[config.mk]
export PLATFORM = sky130hd
export DESIGN_NAME = bit_serializer
export DESIGN_NICKNAME = d
export VERILOG_FILES = /design/src/rtl/bit_serializer.sv
export SDC_FILE = /design/constraint.sdc
export NUM_CORES = 1
export LEC_CHECK = 0
export CORE_MARGIN = 2
export CORE_UTILIZATION = 50
export CTS_CLUSTER_SIZE = 25
export DETAILED_ROUTE_END_ITERATION = 7
export MAX_ROUTING_LAYER = met4
export PLACE_DENSITY = 0.86
export SLEW_MARGIN = 5
export SYNTH_ARGS = -nofsm -noshare
export SYNTH_HDL_FRONTEND = slang
export SYNTH_SLANG_ARGS = --single-unit
[constraint.sdc]
create_clock -name clk -period 1.85 [get_ports clk]
set_input_delay 0.2775 -clock clk [delete_from_list [all_inputs] [get_ports clk]]
set_output_delay 0.2775 -clock clk [all_outputs]
set_load 0.01 [all_outputs]
[src/rtl/bit_serializer.sv]
// Parallel-to-serial front end: a word accepted on load_valid/load_ready comes out MSB- or LSB-first on x,
// first bit one cycle after the handshake; hold freezes shifting; load_ready drops while a frame or gap is in flight.
module bit_serializer #(
  parameter int unsigned WIDTH     = 8,
  parameter bit          MSB_FIRST = 1'b1,
  parameter int unsigned GAP       = 0
) (
  input  logic             clk,
  input  logic             reset,
  input  logic [WIDTH-1:0] data_in,
  input  logic             load_valid,
  output logic             load_ready,
  input  logic             hold,
  output logic             x,
  output logic             bit_valid,
  output logic             frame_done,
  output logic             busy
);

  localparam int unsigned     CW       = $clog2(WIDTH + 1);
  localparam logic [CW-1:0]   CNT_ONE  = CW'(1);
  localparam logic [CW-1:0]   CNT_LAST = CW'(WIDTH);
  localparam logic [3:0]      GAP_LD   = 4'(GAP);
  localparam bit              NO_GAP   = (GAP == 0);

  typedef enum logic [1:0] {
    ST_IDLE  = 2'd0,
    ST_SHIFT = 2'd1,
    ST_GAP   = 2'd2
  } state_e;

  state_e           state_q, state_d;
  logic [WIDTH-1:0] shreg_q, shreg_d;
  logic [CW-1:0]    cnt_q, cnt_d;
  logic [3:0]       gap_q, gap_d;
  logic             x_q, x_d;
  logic             bit_valid_q, bit_valid_d;
  logic             frame_done_q, frame_done_d;

  logic             frame_last;
  logic             load_accept;
  logic             first_bit;
  logic [WIDTH-1:0] first_rest;
  logic             next_bit;
  logic [WIDTH-1:0] next_rest;

  // The register holds only the bits not yet presented; x_q carries the current one.
  assign first_bit  = MSB_FIRST ? data_in[WIDTH-1] : data_in[0];
  assign first_rest = MSB_FIRST ? (data_in << 1) : (data_in >> 1);
  assign next_bit   = MSB_FIRST ? shreg_q[WIDTH-1] : shreg_q[0];
  assign next_rest  = MSB_FIRST ? (shreg_q << 1) : (shreg_q >> 1);

  assign frame_last  = (cnt_q == CNT_LAST);
  assign load_ready  = (state_q == ST_IDLE) ||
                       (NO_GAP && (state_q == ST_SHIFT) && frame_last && !hold);
  assign load_accept = load_ready && load_valid;

  always_comb begin
    state_d      = state_q;
    shreg_d      = shreg_q;
    cnt_d        = cnt_q;
    gap_d        = gap_q;
    x_d          = x_q;
    bit_valid_d  = 1'b0;
    frame_done_d = 1'b0;

    if (load_accept) begin
      state_d     = ST_SHIFT;
      shreg_d     = first_rest;
      x_d         = first_bit;
      bit_valid_d = 1'b1;
      cnt_d       = CNT_ONE;
    end else begin
      case (state_q)
        ST_IDLE: begin
          x_d = 1'b0;
        end
        ST_SHIFT: begin
          if (!hold) begin
            if (!frame_last) begin
              x_d          = next_bit;
              shreg_d      = next_rest;
              cnt_d        = cnt_q + CNT_ONE;
              bit_valid_d  = 1'b1;
              frame_done_d = ((cnt_q + CNT_ONE) == CNT_LAST);
            end else if (NO_GAP) begin
              state_d = ST_IDLE;
              x_d     = 1'b0;
              cnt_d   = '0;
            end else begin
              state_d = ST_GAP;
              gap_d   = GAP_LD;
              x_d     = 1'b0;
              cnt_d   = '0;
            end
          end
        end
        ST_GAP: begin
          x_d = 1'b0;
          if (!hold) begin
            gap_d = gap_q - 4'd1;
            if (gap_q == 4'd1) begin
              state_d = ST_IDLE;
            end
          end
        end
        default: begin
          state_d = ST_IDLE;
          x_d     = 1'b0;
        end
      endcase
    end
  end

  always_ff @(posedge clk or posedge reset) begin
    if (reset) begin
      state_q      <= ST_IDLE;
      shreg_q      <= '0;
      cnt_q        <= '0;
      gap_q        <= '0;
      x_q          <= 1'b0;
      bit_valid_q  <= 1'b0;
      frame_done_q <= 1'b0;
    end else begin
      state_q      <= state_d;
      shreg_q      <= shreg_d;
      cnt_q        <= cnt_d;
      gap_q        <= gap_d;
      x_q          <= x_d;
      bit_valid_q  <= bit_valid_d;
      frame_done_q <= frame_done_d;
    end
  end

  assign x          = x_q;
  assign bit_valid  = bit_valid_q;
  assign frame_done = frame_done_q;
  assign busy       = (state_q != ST_IDLE);

endmodule

After elaboration in Yosys (flattened, before gate mapping)
Cells that the tools add are included.
{"block": "word_totals", "regBits": 21, "output_inout_bits": 5}
{"block": "op_classes", "addsub": 2, "eq_ne": 12, "mux": 26, "reduce_logical": 12, "bitwise_logic": 2}
{"op": "2-to-1 mux 8 bit", "n": 4}
{"op": "2-to-1 mux 4 bit", "n": 4}
{"op": "2-to-1 mux 1 bit", "n": 12}
{"op": "inequality test 3 bit, second input constant", "n": 4}
{"op": "2-to-1 mux 2 bit", "n": 5}
{"op": "== test 4 bit, second input constant", "n": 2}
{"op": "one-hot mux 2 bit (3 select lines)", "n": 1}
{"op": "AND reduction 3 bit", "n": 2}
{"op": "AND reduction 5 bit", "n": 1}
{"op": "adder 4 x 1 -> 4 bit, second input constant", "n": 1}
{"op": "== test 4 x 1 -> 1 bit, second input constant", "n": 1}
{"op": "inequality test 2 x 1 -> 1 bit, second input constant", "n": 2}
{"op": "nonzero test 2 bit", "n": 2}
{"op": "subtractor 4 x 1 -> 4 bit, second input constant", "n": 1}
{"op": "logical AND 1 bit", "n": 3}
{"op": "== test 2 x 1 -> 1 bit, second input constant", "n": 1}
{"op": "== test 2 bit, second input constant", "n": 1}
{"op": "zero test 2 bit", "n": 1}
{"op": "inequality test 2 bit, second input constant", "n": 1}
{"op": "inverter 1 bit", "n": 2}
{"op": "AND reduction 2 bit", "n": 1}
{"op": "zero test 1 bit", "n": 1}
{"op": "logical OR 1 bit", "n": 1}

Depth between registers and ports, before layout
{"block": "depth", "depth_word": 7, "depth_mapped": 6}

Worst setup path after synthesis
Ideal clock, no wire load.
{"block": "synth_timing", "kind": "register -> register", "start": "register cnt_q[0]", "end": "register x_q, in the netlist x", "path_buffers": 1, "slack_ns": 0.393, "arrival_ns": 1.335, "stages_incl_launch_ff": 7, "required_ns": 1.728, "path_cell_list": "dfrtp_1 -> inv_1 -> ha_1 -> nand3b_1 -> buf_4 -> o21ai_2 -> a32o_1"}
{"block": "synth_via", "elab_chain_cells": 6, "elab_cells_between_ends": 10, "classes_between": "2 x eq/ne; 4 x mux; 4 x reduce/logical"}
{"item": "start, declared", "line_no": "34", "text": "logic [CW-1:0] cnt_q, cnt_d;"}
{"item": "start signal, assigned", "line_no": "127", "text": "cnt_q <= cnt_d;"}
{"item": "== test 4 bit *", "line_no": "53", "text": "assign frame_last = (cnt_q == CNT_LAST);"}
{"item": "logical AND 1 bit * (2 in series)", "line_no": "55", "text": "(NO_GAP && (state_q == ST_SHIFT) && frame_last && !hold);"}
{"item": "logical OR 1 bit *", "line_no": "54", "text": "assign load_ready = (state_q == ST_IDLE) ||"}
{"item": "named net load_ready", "line_no": "12", "text": "output logic load_ready,"}
{"item": "logical AND 1 bit *", "line_no": "56", "text": "assign load_accept = load_ready && load_valid;"}
{"item": "inequality test 3 bit (no line) or 2-to-1 mux 1 bit (tied branches)"}
{"item": "end signal, assigned", "line_no": "121", "text": "x_q <= 1'b0;"}
{"item": "end signal, assigned", "line_no": "129", "text": "x_q <= x_d;"}
{"item": "end, declared", "line_no": "36", "text": "logic x_q, x_d;"}
Mark *: on every way through the listed nets, which the timed path passes. The rest lies on a longest branch. The select of a mux whose other input is x is not followed.
A chain may end at the register's enable or synchronous reset.

Worst setup path after layout
{"block": "layout_timing", "start": "register state_q[0]", "end": "output busy"}
{"block": "layout_via", "elab_chain_cells": 1}
{"item": "start, declared", "line_no": "32", "text": "state_e state_q, state_d;"}
{"item": "start signal, assigned", "line_no": "125", "text": "state_q <= state_d;"}
{"item": "nonzero test 2 bit", "line_no": "138", "text": "assign busy = (state_q != ST_IDLE);"}
{"item": "end, declared", "line_no": "17", "text": "output logic busy"}
Every way passes these cells.

==> flow_summary.ini <==
[clocking]
clkTransAtPathRegs_ps = 90
numCtsBuffers = 3
cts_tree = built
hold_buffers = 0
post_cts_buffers = 0
cts_buffer_depth = 2
clock_sinks = 15
clock_latency_ps = 280
cts_root_buf = clkbuf_4
htree_levels = 1

[floorplan]
fp.dieH_um = 46.54
dieArea_mm2 = 0.002166
fp.coreArea_mm2 = 0.001708
row_count = 15
ios = 17
die_x_um = 46.54
start_util_pct = 52.97

[timing]
final_hold_viol_count = 0
setup_ws_ps = 115.3
period_needed_ps = 1735
finalSetupViolCount = 0
maxSlewViolCount = 0
setup_tns_ps = 0
skew_ps = 7.357
min_period_over_period_pct = 93.77
rsz0062_at_grt = false
tightestPinTransition_ps = 557.4
max_freq_ghz = 0.5765
relSlewSlack_pct = 62.80

[placement]
dpl.hpwl_um = 1437
io_buffers = 16
post_dp_cell_area_mm2 = 0.001115
placed_cells = 135
dp_slack_ps = 89.65
gp_congestion = 0.7848

[synth]
synth_adder_area_share_pct = 4.149
synth_area_leaders = dfrtp_1 41%, a2111oi_2 10%, nor3_1 7.2%, ha_1 4.1%, inv_1 4.1%
synthMuxAreaShare_pct = 1.107
yosysWarnings = 0
synthSimpleGateAreaFrac_pct = 22.13
syn-num-nets = 108
synthXorXnorAreaFrac_pct = 1.936
synthArstFlopShare_pct = 100.0
synth_compound_area_share_pct = 22.13
syn_area_um2 = 904.6
synth_top_area_share_pct = 41.49
synth-main-ff-cell = dfrtp_1
synth_top_family_by_area = simple AND/OR/NAND/NOR gates
synth_largest_area_cell = dfrtp_1
yosysUniqueCellTypes = 29
synth_cells = 93
ys_seq_area_share_pct = 41.49
synth.avg_cell_area_um2 = 9.727
synth_seq_cells = 15
synth_edf_count = 0

[final_layout]
n_antenna_cell = 0
seq_area_um2 = 375.4
nFillCells = 134
final_area_mm2 = 0.001136
drive_gt1_share_pct = 16.67
multi_input_area_um2 = 465.4
final_cells = 139
finalNetCount = 130
syn2layout_area_growth_pct = 25.59

[worst_setup_path]
slowest_stage = clkdlybuf4s50_1
crit_cells = 1
crit_buf_inv = 1
r2r_cells = 6
end_kind = output pin
path_cells = clkdlybuf4s50_1
start_kind = register
slowest_delay_ps = 610
cp_top_family = buffers and inverters
required_ps = 1570
critPathArrivalTime_ps = 1460
path_class = reg -> out
cp_max_fo = 12

[status]
status = complete, no violations

[pwr]
p_comb_share_pct = 42.9
ir_worst_vdd_uv = 633.9
p_leak_nw = 0.5061
internal_power_w = 0.0007908
pwr-share-seq_pct = 42.2
switching_share_pct = 35.44
p_per_area_mw_per_mm2 = 1078
switchingPower_w = 0.0004341
finalPower_w = 0.001225
p_clk_share_pct = 14.9

[routing]
wl_per_cell_um = 13.48
viasPerCell = 5.683
first_pass_iters = 4
ant_nets = 0
route.detailed.drc = 0
drtIter0Drc = 36
route.vias.total = 790
routed_wl_um = 1874

[min_path]
hold_path_class = in -> async

[grt]
grt-ovfl-total = 0
grt_usage_pct = 21.36
grt_pass1_wl_um = 3111
grt_pass1_vias = 758
antenna_found_initial = 0
grt_max_degree = 16

[run]
max_cap_viol_count = 0
==> power by group through the flow <==
stage / Sequential (W) / Combinational (W) / Clock, W
2_1_floorplan: 0.000525 / 0.000343 / 0
5_1_grt: 0.000533 / 0.000580 / 0.000208
4_1_cts: 0.000515 / 0.000530 / 0.000187
6_report: 0.000517 / 0.000525 / 0.000183
3_5_place_dp: 0.000519 / 0.000531 / 0
3_3_place_gp: 0.000517 / 0.000512 / 0
==> stage by stage <==
stage	utilization, %	hold WS (ps)
4_1_cts	66.74	375.1
6_report	66.52	345.6
5_1_grt	66.52	406.3
2_1_floorplan	-	179.0
3_5_place_dp	65.27	521.6
3_3_place_gp	65.27	524.2
==> cells in the mapped netlist, types with 2 or more instances <==
library cell and count:
nand2b_1 5, a32o_1 2, nand3b_1 2, buf_2 3, inv_1 10, nor3_1 13, ha_1 3, dfrtp_1 15
nor2_1 8, nand3_1 2, a2111oi_2 6, nand2_1 7
==> cell families (layout without fill, tap and decap cells) <==
group,after synthesis,count (layout)
AOI/OAI and AO/OA,18,18
xor gates and xnor gates,2,2
adders and majority gates,3,3
buffers and inverters,15,36
DFF,15,15
muxes,1,1
and+or+nand+nor,39,39
==> per-layer routing <==
| layer | GRT usage, % | vias to the layer above | routed length [um] |
|---|---|---|---|
| li1 | - | 374 | - |
| met1 | 25.67 | 383 | 779 |
| met2 | 33.89 | 29 | 944 |
| met3 | 3.529 | 4 | 106 |
| met4 | 11.43 | 0 | 44 |
| met5 | - | - | 0 |
==> final cells by class <==
| cell class | instances | share of cell area [%] |
|---|---|---|
| inverters | 10 | 3.304 |
| clock buffers | 4 | 2.313 |
| repair buffers | 22 | 17.62 |
| flip-flops and latches | 15 | 33.04 |
| multi-input cells | 63 | 40.97 |
| well taps | 25 | 2.753 |
==> final timing paths <==
check | startpoint | to | slack (ps)
worst max-delay path | state_q[0] | busy | 120
worst min-delay path | reset | shreg_q[7] | 350
worst max register to register | cnt_q[0] | shreg_q[3] | 270
worst min register to register | shreg_q[1] | shreg_q[1] | 550
max in group asynchronous | reset | shreg_q[3] | 1130
min in group clk | shreg_q[1] | shreg_q[1] | 550
==> cells in the final DEF, fill, tap and decap left out <==
cell and instances:
a2111oi_2 6, a211oi_1 1, a21oi_1 1, a22oi_4 1
a311oi_1 1, a32o_1 2, and3b_1 1, buf_4 6
clkbuf_1 1, clkbuf_2 1, clkbuf_4 3, clkdlybuf4s50_1 15
dfrtp_1 15, ha_1 3, inv_1 10, mux2i_1 1
nand2_1 7, nand2b_1 5, nand3_1 2, nand3b_1 2
nor2_1 8, nor2b_4 1, nor3_1 13, o211a_1 1
o211ai_1 1, o21ai_0 1, o21ai_2 1, o2bb2ai_1 1
o31ai_1 1, xnor2_1 1, xor2_1 1
==> flip-flops by register name (all words and copies together), names as in the netlist <==
signal	flops
shreg_q	7
cnt_q	4
bit_valid	1
frame_done	1
state_q	1
x	1
==> what timing repair did <==
action / CTS / global route
setup endpoints to repair: 1 / 1
resized for setup: 1 / 2
pin swaps: 0 / 1
cloned: 0 / 0
No activity file was read; power rests on OpenSTA's default activity.
